<file path="src/rtl/sram_pkg.sv">
// Shared types and default geometry for the SRAM bit-cell array controller.
package sram_pkg;
   localparam int SRAM_ROWS = 64;
   localparam int SRAM_COLS = 64;

   typedef enum logic [1:0] {
      ST_IDLE  = 2'd0,
      ST_WRITE = 2'd1,
      ST_READ  = 2'd2,
      ST_RESP  = 2'd3
   } state_t;
endpackage

</file>
<file path="src/rtl/sram_ctrl.sv">
// Single-outstanding request/response front end for a bit-cell array; response sampled 2 edges after accept (1 for bad address), held until resp_ready.
// Define SRAM_CTRL_WMASK_EN to add the req_wmask per-bit write mask port; otherwise writes strobe every column.
module sram_ctrl
   import sram_pkg::*;
#(
   parameter int ROWS = SRAM_ROWS,
   parameter int COLS = SRAM_COLS,
   localparam int AW = $clog2(ROWS)
)(
   input  logic            clk,
   input  logic            rst,
   input  logic            req_valid,
   output logic            req_ready,
   input  logic            req_we,
   input  logic [AW-1:0]   req_addr,
   input  logic [COLS-1:0] req_wdata,
`ifdef SRAM_CTRL_WMASK_EN
   input  logic [COLS-1:0] req_wmask,
`endif
   output logic            resp_valid,
   input  logic            resp_ready,
   output logic [COLS-1:0] resp_rdata,
   output logic            resp_err,
   output logic [AW-1:0]   arr_row_select,
   output logic [COLS-1:0] arr_col_write_enable,
   output logic [COLS-1:0] arr_col_data_in,
   input  logic [COLS-1:0] arr_col_data_out
);

   state_t          r_state;
   state_t          w_next;
   logic            w_req_hs;
   logic            w_addr_err;
   logic [AW-1:0]   r_row_sel;
   logic [COLS-1:0] r_data_in;
   logic [COLS-1:0] r_rdata;
   logic            r_err;
   logic [COLS-1:0] w_wr_mask;

   assign w_req_hs   = req_valid && req_ready;
   assign w_addr_err = (32'(req_addr) >= 32'(ROWS));

   always_ff @(posedge clk or posedge rst) begin
      if (rst) begin
         r_state <= ST_IDLE;
      end else begin
         r_state <= w_next;
      end
   end

   always_comb begin
      w_next = r_state;
      case (r_state)
         ST_IDLE: begin
            if (w_req_hs) begin
               if (w_addr_err) begin
                  w_next = ST_RESP;
               end else if (req_we) begin
                  w_next = ST_WRITE;
               end else begin
                  w_next = ST_READ;
               end
            end
         end
         ST_WRITE: w_next = ST_RESP;
         ST_READ:  w_next = ST_RESP;
         ST_RESP: begin
            if (resp_ready) begin
               w_next = ST_IDLE;
            end
         end
         default: w_next = ST_IDLE;
      endcase
   end

   // Strobe is decoded from state so an async reset kills it in the same instant.
   always_comb begin
      req_ready            = 1'b0;
      resp_valid           = 1'b0;
      arr_col_write_enable = '0;
      case (r_state)
         ST_IDLE:  req_ready            = !rst;
         ST_WRITE: arr_col_write_enable = w_wr_mask;
         ST_RESP:  resp_valid           = 1'b1;
         default:  ;
      endcase
   end

`ifdef SRAM_CTRL_WMASK_EN
   logic [COLS-1:0] r_mask;

   always_ff @(posedge clk or posedge rst) begin
      if (rst) begin
         r_mask <= '0;
      end else if (w_req_hs && req_we && !w_addr_err) begin
         r_mask <= req_wmask;
      end
   end

   assign w_wr_mask = r_mask;
`else
   assign w_wr_mask = '1;
`endif

   // Row/data registers double as the array drive, so they only move on a real access.
   always_ff @(posedge clk or posedge rst) begin
      if (rst) begin
         r_row_sel <= '0;
         r_data_in <= '0;
         r_rdata   <= '0;
         r_err     <= 1'b0;
      end else begin
         if (w_req_hs) begin
            r_rdata <= '0;
            r_err   <= w_addr_err;
            if (!w_addr_err) begin
               r_row_sel <= req_addr;
               if (req_we) begin
                  r_data_in <= req_wdata;
               end
            end
         end
         if (r_state == ST_READ) begin
            r_rdata <= arr_col_data_out;
         end
      end
   end

   assign arr_row_select  = r_row_sel;
   assign arr_col_data_in = r_data_in;
   assign resp_rdata      = r_rdata;
   assign resp_err        = r_err;

endmodule
</file>
<file path="config.mk">
export PLATFORM = sky130hd
export DESIGN_NAME = sram_ctrl
export DESIGN_NICKNAME = d
export VERILOG_FILES = /design/src/rtl/sram_pkg.sv /design/src/rtl/sram_ctrl.sv
export SDC_FILE = /design/constraint.sdc
export NUM_CORES = 1
export LEC_CHECK = 0
export CAP_MARGIN = 0
export CORE_MARGIN = 5
export CORE_UTILIZATION = 40
export CTS_CLUSTER_SIZE = 28
export DETAILED_ROUTE_END_ITERATION = 8
export GPL_TIMING_DRIVEN = 0
export PLACE_DENSITY = 0.83
export SLEW_MARGIN = 5
export SYNTH_ARGS = -nofsm -noshare
export SYNTH_HDL_FRONTEND = slang
export SYNTH_SLANG_ARGS = --single-unit
</file>
<file path="constraint.sdc">
create_clock -name clk -period 9.4 [get_ports clk]
set_clock_uncertainty 0.15 [all_clocks]
set_input_delay 1.41 -clock clk [delete_from_list [all_inputs] [get_ports clk]]
set_output_delay 1.41 -clock clk [all_outputs]
set_load 0.03 [all_outputs]
</file>
[Word level (Yosys, flattened, before mapping)]
Index checks and enable logic that the tools add are counted.
Word-level totals
  bits in registers: 136
  bits of input ports: 139
  output and inout bits: 201
  logic and storage cells: 25
Operators by class
  equality and inequality tests: 5
  multiplexer cells: 9
  reduce and logical (&&, ||, !) cells: 7
Operators with widths (count)
  $mux W64: 3
  $mux W2: 3
  $pmux W2 S3: 1
  $eq A2 B2 Y1 const B: 2
  $ne A2 B2 Y1 const B: 2
  $reduce_and A2 Y1: 2
  $eq A2 B1 Y1 const B: 1
  $logic_not A2 Y1: 1
  $mux W1: 2
  $reduce_bool A2 Y1: 1
  $reduce_or A2 Y1: 1
  $logic_and A1 B1 Y1: 1
  $logic_not A1 Y1: 1

[Depth between registers and ports, before layout]
Gate-level depths: netlist of the first run.
  depth after elaboration: 5
  depth in mapped cells: 7
  depth with buffers taken out: 5

[Worst setup path after synthesis of the first run]
No wires, ideal clock.
  path kind: register to output
  start: register r_state[1]
  end: output arr_col_write_enable[10]
  data arrival time: 2.212 ns
  required time: 7.840 ns
  setup slack: 5.628 ns
  cell stages (with the launch flop): 4
  buffers on the path: 1
  cells stage by stage: dfrtp_1 -> inv_1 -> ha_1 -> buf_4
Between the ends
  longest elaborated chain between the ends: 2
RTL lines
  start, declared: line sram_ctrl.sv:30  | state_t r_state;
  start signal, assigned: line sram_ctrl.sv:47  | r_state <= w_next;
  $eq A2 B1 Y1: line sram_ctrl.sv:81  | case (r_state)
  $mux W64: line sram_ctrl.sv:81
  end, declared: line sram_ctrl.sv:25  | output logic [COLS-1:0] arr_col_write_enable,
Every way passes these cells.

[Final worst setup path of the first run]
  start: input rst
  end: output req_ready
Between the ends
  longest elaborated chain between the ends: 2
RTL lines
  start, declared: line sram_ctrl.sv:11  | input logic rst,
  $logic_not A1 Y1 (no line)
  $mux W1: line sram_ctrl.sv:81
  end, declared: line sram_ctrl.sv:13  | output logic req_ready,
Every way passes these cells.

==> metrics.yaml, run 1 <==
postSynthCellCount: 523
dp_hpwl_um: 15410
seq_area_frac_synth: 0.5640
finalSetupViolCount: 0
end_kind: "output port"
async_flop_share: 1.000
wl_per_cell_um: 18.44
r2r-start: "r_state[0]"
synthDominantCellAreaShare: 0.5640
route.detailed.drc: 0
synth-compound-area-share: 0.05474
cp-endpoint: "req_ready"
die-area_um2: 17640
cts_sinks: 136
power_density_nw_per_um2: 419.5
cts_root_buf: "clkbuf_16"
rsz0062_at_grt: "false"
p_leak_nw: 4.766
crit_type: "input port to output port"
synth_mux_area_frac: 0.1617
period_needed_ns: 4.348
antenna_found_initial: 1
start_util: 0.4121
reg2reg_depth: 7
max_freq_mhz: 230.0
numPortBuffers: 338
worst_slew_pin_slew_ns: 0.5920
fin_ws_ns: 5.052
synth_xor_area_frac: 0
yosys.area.top_type: "dfrtp_1"
synth_edf_count: 0
grt_remaining_overflow: 0
synth_top_family_by_area: "multiplexers"
clk_pin_slew_ns: 0.05
finalWeightedCongestion: 0.8293
synth_warnings: 0
die_w_um: 132.8
r2r_setup_slack_ns: 7.28
yosys-top-cells-count: "nand2_1, dfrtp_1, o21ai_0, buf_4, mux2_4"
crit_arrival_ns: 2.79
final.setup.tns_ns: 0
synth_fa_ha_area_frac: 0.01037
reg2reg_to: "resp_rdata[49]"
cts_tree: "done"
start_kind: "input port"
cts_max_path_buffers: 2
ios: 340
grtUsageTotal: 0.2219
viasPerCell: 4.594
crit_start: "rst"
outcome: "finished, final reports clean"
grt_pass1_wl_um: 30200
slew_headroom: 0.6053
routed_wl_um: 19920
drtIter0Drc: 186
cts_hold_buf: 0
nFillCells: 1049
grt_pass1_vias: 5138
dieHeight_um: 132.8
synth-simple-area-share: 0.1006
synth.cell_area_um2: 6035
dpl_worst_slack_ns: 5.040
avgSynthCellArea_um2: 11.54
syn_to_final_growth_pct: 70.77
period_share: 0.4625
num_rows: 44
clk_latency_ns: 0.41
post_cts_buffers: 0
synth_ff_type: "dfrtp_1"
syn_nets: 667
synth_seq_cells: 136
synth_most_common_cell: "nand2_1"
dr.pass1.iters: 4
final_hold_viol_count: 0
cts_buffers: 17
maxCapViolCount: 0
hold_path_class: "flip-flop to flip-flop"
required_ns: 7.84
vias: 4962
drv_slew: 0
synthTopCellsByArea: "dfrtp_1, mux2_4, nand2_1, buf_4, o21ai_0"
ir_drop_mv: 0.2316
utilization: 0.7037
core_um2: 14640
fin_nets: 1026
path_max_fanout: 5
grt_max_degree: 76
drive_gt1_frac: 0.1888
ys_types: 19
cts_resized: 0
ant_nets: 0
cts-htree-levels: 4
-- cells by family (layout without fill, tap and decap cells) --
group	count (synthesis)	count (layout)
other cells	1	2
mux	67	67
compound gates	66	66
fa+ha+maj	5	5
buf+inv	95	467
flops	136	136
simple gates	153	153
-- where the power goes --
| group | leakage (nW) | switching (W) | internal (W) |
|---|---|---|---|
| Clock | 0.284 | 0.000247 | 0.000430 |
| Sequential | 1.67 | 0.000158 | 0.000873 |
| Combinational | 2.81 | 0.00143 | 0.00118 |
-- flip-flops by register name, indices dropped and copies added, names as in the netlist --
signal and count:
arr_col_data_in 64, arr_row_select 6, r_state 2, resp_rdata 64
-- cell type report --
class	instances	area (um^2)	share of cell area
clock buffer	24	471.7	0.04577
clock inverter	8	120.1	0.01166
inverter	3	16.27	0.001578
tap	184	230.2	0.02234
timing repair buffer	340	3438	0.3337
buffer	92	640.6	0.06217
multi-input combinational	292	1982	0.1923
sequential	136	3403	0.3303
antenna	1	2.502	0.0002428
-- per-stage QoR --
step	cell area (um^2)	instances	hold slack, ns	power, W
finish	10300	1080	0.3258	0.004323
global route	10300	1080	0.3652	0.004525
CTS	10300	1079	0.3260	0.004362
detailed placement	9711	1047	0.3123	0.003669
global placement	9648	1045	0.3095	0.003617
floorplan	6035	523	0.4252	0.002566
-- cells in the final DEF, fill, tap and decap left out --
cell type and n:
clkdlybuf4s50_1 338, nand2_1 147, dfrtp_1 136, o21ai_0 65
buf_4 64, mux2_4 60, clkbuf_1 24, clkbuf_16 17
buf_6 7, mux2_2 4, ha_1 4, mux2i_1 3
clkinv_2 3, bufinv_16 3, buf_2 2, inv_1 2
nor2b_1 2, clkinvlp_4 2, clkbuf_8 2, buf_16 2
diode_2 1, nand3b_1 1, and3b_1 1, nand2_8 1
inv_6 1, nand2b_1 1, a21oi_1 1, ha_2 1
conb_1 1
-- worst max-delay path: stages --
cell and delay, ns:
clkdlybuf4s50_1 0.53, nor2b_1 0.15, clkdlybuf4s50_1 0.70
-- layer usage --
metal	wire length, um	up-vias	GRT usage
met5	0	-	0
met4	444	0	0.07390
met3	1567	27	0.07745
met2	10630	176	0.3942
met1	7276	2397	0.2479
li1	-	2362	-
-- worst min-delay path by stage --
stage	start	to	depth (start not counted)
finish	arr_row_select[1]	arr_row_select[1]	2
global route	arr_col_data_in[59]	arr_col_data_in[59]	1
CTS	arr_row_select[1]	arr_row_select[1]	2
detailed placement	arr_row_select[1]	arr_row_select[1]	2
global placement	arr_row_select[3]	arr_row_select[3]	2
floorplan	r_state[1]	r_state[1]	2
No activity file was read; power rests on OpenSTA's default activity.
==> run 2: changes to the inputs <==
--- a/config.mk
+++ b/config.mk
@@ -7,11 +7,11 @@
 export LEC_CHECK = 0
 export CAP_MARGIN = 0
 export CORE_MARGIN = 5
-export CORE_UTILIZATION = 40
+export CORE_UTILIZATION = 39
 export CTS_CLUSTER_SIZE = 28
 export DETAILED_ROUTE_END_ITERATION = 8
 export GPL_TIMING_DRIVEN = 0
-export PLACE_DENSITY = 0.83
+export PLACE_DENSITY = 0.81
 export SLEW_MARGIN = 5
 export SYNTH_ARGS = -nofsm -noshare
 export SYNTH_HDL_FRONTEND = slang
==> constraint.sdc (replaced) <==
create_clock -name clk -period 4.07 [get_ports clk]
set_clock_uncertainty 0.15 [all_clocks]
set_input_delay 0.6105 -clock clk [delete_from_list [all_inputs] [get_ports clk]]
set_output_delay 0.6105 -clock clk [all_outputs]
set_load 0.03 [all_outputs]
==> metrics.yaml, run 2 (same netlist as run 1, synthesis figures left out) <==
grt_pass1_vias: 5131
core_um2: 15200
antenna_cells: 0
antenna_found_initial: 0
r2r_setup_slack_ns: 1.81
final_hold_viol_count: 0
ant_nets: 0
cts_hold_buf: 0
period_needed_ns: 3.161
num_rows: 45
hold_path_class: "flip-flop to flip-flop"
routed_wl_um: 19900
viasPerCell: 4.539
cts_tree: "done"
route.detailed.drc: 0
fin_nets: 1028
crit_arrival_ns: 2.40
path_buf_inv: 4
drv_slew: 0
reg2reg_depth: 7
ios: 340
die_w_um: 134.4
dr.pass1.iters: 4
cts_resized: 0
dieHeight_um: 134.4
p_leak_nw: 4.800
holdPathStages: 2
utilization: 0.6840
cts_buffers: 17
grtUsageTotal: 0.2173
outcome: "finished, final reports clean"
slowest_stage: "clkdlybuf4s50_1"
final.setup.tns_ns: 0
numPortBuffers: 338
crit_path_max_incr_delay_ns: 0.67
post_cts_buffers: 0
start_util: 0.3970
worst_slew_pin_slew_ns: 0.8360
layout_commonest_cell: "clkdlybuf4s50_1"
finalWeightedCongestion: 0.7906
slew_headroom: 0.4415
end_kind: "output port"
rsz0062_at_grt: "false"
power_density_nw_per_um2: 973.9
start_kind: "flip-flop"
vias: 4925
grt.met2_usage: 0.3953
syn_to_final_growth_pct: 72.32
die-area_um2: 18060
max_freq_mhz: 316.4
drtIter0Drc: 204
grt.busiest_layer: "met2"
grt_remaining_overflow: 0
clk_pin_slew_ns: 0.06
cts_root_buf: "clkbuf_16"
grt_max_degree: 53
power_w: 0.01013
grt_pass1_wl_um: 29930
ir_drop_mv: 0.5321
finalSetupViolCount: 0
cts-htree-levels: 4
grtUsageMet3: 0.07089
maxCapViolCount: 0
path_max_fanout: 52
final_cell_mix: "clkdlybuf4s50_1, nand2_1, dfrtp_1, o21ai_0, buf_4"
cts_max_path_buffers: 2
dp_hpwl_um: 15350
cts_sinks: 136
dpl_worst_slack_ns: 1.323
crit_type: "flip-flop to output port"
required_ns: 3.31
drive_gt1_frac: 0.1951
fin_ws_ns: 0.9094
critPathTopFamily: "buffers and inverters"
grt_use_met1: 0.2500
period_share: 0.7766
clk_latency_ns: 0.41
wl_per_cell_um: 18.34
cp_num_cells: 5
timing.critical_path.cells: "inv_1 -> ha_2 -> buf_12 -> buf_4 -> clkdlybuf4s50_1"
==> run 2: layout make-up <==
cell class                      instances  area, um^2
Clock inverter                         13       216.5
Clock buffer                           19       442.9
Sequential cell                       136        3403
Buffer                                 92       640.6
Inverter                                3       15.01
Fill cell                            1124        4803
Timing Repair Buffer                  342        3463
Multi-Input combinational cell        292        1982
Tap cell                              188       235.2
==> run 2: worst paths after layout <==
path / startpoint / to
worst max-delay path: r_state[1] / arr_col_write_enable[28]
worst min-delay path: arr_row_select[1] / arr_row_select[1]
worst max register to register: r_state[0] / resp_rdata[0]
worst min register to register: arr_row_select[1] / arr_row_select[1]
max in group asynchronous: rst / arr_col_data_in[8]
min in group asynchronous: rst / resp_rdata[47]
==> run 2: metal layers <==
layer	share of wire	routed length, um	up-vias
li1	-	-	2362
met1	0.38	7654	2387
met2	0.54	10670	163
met3	0.071	1414	13
met4	0.0081	161	0
met5	0	0	-
==> run 2: worst reg2reg max path: stages (launching register included) <==
cell and delay [ns]:
dfrtp_1 0.41, inv_1 0.13, ha_1 0.19, buf_2 0.24, buf_2 0.29, clkbuf_1 0.51
nand2_1 0.14, o21ai_0 0.11
==> run 2: per-stage QoR <==
stage,area (um^2),hold WS (ns),instances
floorplan,6038,0.4252,523
global placement,9657,0.3081,1049
detailed placement,9739,0.3140,1053
CTS,10400,0.3280,1085
global route,10400,0.3590,1085
finish,10400,0.3225,1085
==> run 2: power breakdown <==
| part | internal, W | total, W | switching (W) |
|---|---|---|---|
| Combinational | 0.00273 | 0.00603 | 0.00330 |
| Sequential | 0.00202 | 0.00239 | 0.000373 |
| Clock | 0.00111 | 0.00171 | 0.000599 |
| Total | 0.00585 | 0.0101 | 0.00427 |
==> run 3: changes to the inputs <==
==> constraint.sdc (replaced) <==
create_clock -name clk -period 3.15 [get_ports clk]
set_clock_uncertainty 0.15 [all_clocks]
set_input_delay 0.4725 -clock clk [delete_from_list [all_inputs] [get_ports clk]]
set_output_delay 0.4725 -clock clk [all_outputs]
set_load 0.03 [all_outputs]
==> metrics.yaml, run 3 (same netlist as run 1, synthesis figures left out) <==
ios: 340
final_hold_viol_count: 0
dr.pass1.iters: 4
max_freq_mhz: 342.3
cts_tree: "done"
num_rows: 45
cts-htree-levels: 4
viasPerCell: 4.544
drv_slew: 0
grt_max_degree: 53
p_seq_frac: 0.236
fin_area_um2: 10410
route.detailed.drc: 0
grt_pass1_wl_um: 29930
required_ns: 2.53
crit_path_max_incr_delay_ns: 0.67
combPwrFrac: 0.596
wl_per_cell_um: 18.34
clk_latency_ns: 0.41
reg2reg_to: "resp_rdata[0]"
crit_arrival_ns: 2.30
finalWeightedCongestion: 0.7906
fin_ws_ns: 0.2287
power_density_nw_per_um2: 1259
cts_buffers: 17
hold_end: "arr_row_select[1]"
routed_wl_um: 19900
die-area_um2: 18060
finalSetupViolCount: 0
antenna_cells: 0
cts_max_path_buffers: 2
antenna_found_initial: 0
grtUsageTotal: 0.2173
dp_hpwl_um: 15350
fin_nets: 1028
cts_root_buf: "clkbuf_16"
drtIter0Drc: 199
crit_type: "flip-flop to output port"
dieHeight_um: 134.4
final_cell_mix: "clkdlybuf4s50_1, nand2_1, dfrtp_1, o21ai_0, buf_4"
numPortBuffers: 338
start_kind: "flip-flop"
slew_headroom: 0.4420
placed_area_um2: 9739
ir_drop_mv: 0.6878
reg2reg_depth: 7
core_um2: 15200
cts_sinks: 136
clockPowerShare: 0.169
end_kind: "output port"
clk_pin_slew_ns: 0.06
p_leak_nw: 4.802
period_share: 0.9274
period_needed_ns: 2.921
die_w_um: 134.4
p_sw_w: 0.005530
holdPathStages: 2
outcome: "finished, final reports clean"
rsz0062_at_grt: "false"
drive_gt1_frac: 0.1951
post_cts_buffers: 0
path_max_fanout: 52
start_util: 0.3970
grt_pass1_vias: 5131
maxCapViolCount: 0
grt_remaining_overflow: 0
sw_frac_of_total: 0.4221
vias: 4930
ant_nets: 0
worst_slew_pin_slew_ns: 0.8353
r2r_setup_slack_ns: 0.86
hold_path_class: "flip-flop to flip-flop"
layout_commonest_cell: "clkdlybuf4s50_1"
dpl_worst_slack_ns: 0.5408
hold_start: "arr_row_select[1]"
internal_power_w: 0.007572
slowest_stage: "clkdlybuf4s50_1"
syn_to_final_growth_pct: 72.49
r2r-start: "r_state[0]"
cts_hold_buf: 0
timing.critical_path.cells: "inv_1 -> ha_4 -> buf_12 -> buf_4 -> clkdlybuf4s50_1"
## run 3: changes by cell type in the layout (fill, tap and decap cells not counted)
cell and delta:
ha_2 -1, ha_4 +1
## run 3: worst max path at each step
stage                     startpoint                       end  cells after the start  slack (ns)
final                     r_state[1]  arr_col_write_enable[28]                      5        0.23
after floorplan           r_state[1]  arr_col_write_enable[10]                      3        0.32
after detailed placement  r_state[1]   arr_col_write_enable[2]                      5        0.54
after global placement           rst       arr_col_data_in[26]                      2       -0.50
after CTS                 r_state[1]  arr_col_write_enable[28]                      5        0.08
after global routing      r_state[1]  arr_col_write_enable[28]                      5        0.10
## run 3: power groups by stage
| stage | logic, W | clock network [W] | registers (W) |
|---|---|---|---|
| global placement | 0.00777 | 0 | 0.00304 |
| CTS | 0.00787 | 0.00225 | 0.00309 |
| finish | 0.00780 | 0.00221 | 0.00309 |
| global route | 0.00819 | 0.00233 | 0.00320 |
| floorplan | 0.00295 | 0 | 0.00471 |
| detailed placement | 0.00784 | 0 | 0.00309 |
## run 3: cell type report
cell class	count	area [um^2]
flip-flops and latches	136	3403
plain buffers	92	640.6
clock buffers	19	442.9
multi-input cells	292	1992
clock inverters	13	216.5
repair buffers	342	3463
inverters	3	15.01
fillers	1122	4793
well taps	188	235.2
## run 3: critical path, delay by kind of cell, from the launching register on
| family | cells | cell delay [ns] |
|---|---|---|
| fa+ha+maj | 1 | 0.25 |
| buf+inv | 4 | 1.21 |
| flops | 1 | 0.41 |
## run 3: per-stage QoR
stage	hold WS (ns)	total power [W]	std cells	TNS, ns	utilization
2_1_floorplan	0.4252	0.007656	523	0	-
3_3_place_gp	0.3081	0.01082	1049	-96.15	0.6352
3_5_place_dp	0.3140	0.01093	1053	0	0.6407
4_1_cts	0.3280	0.01321	1085	0	0.6840
5_1_grt	0.3590	0.01372	1085	0	0.6847
6_report	0.3225	0.01310	1085	0	0.6847
## run 3: repair_timing
item,in CTS,in global routing
gates resized for setup,0,1
endpoints found under the setup margin,0,2
hold endpoints to repair,0,0
## run 3: per-layer routing
layer | global-route usage | share of wire | wire length (um)
met2 | 0.3953 | 0.54 | 10690
met3 | 0.07089 | 0.071 | 1422
met5 | 0 | 0 | 0
met1 | 0.2500 | 0.38 | 7620
met4 | 0.04581 | 0.0081 | 161
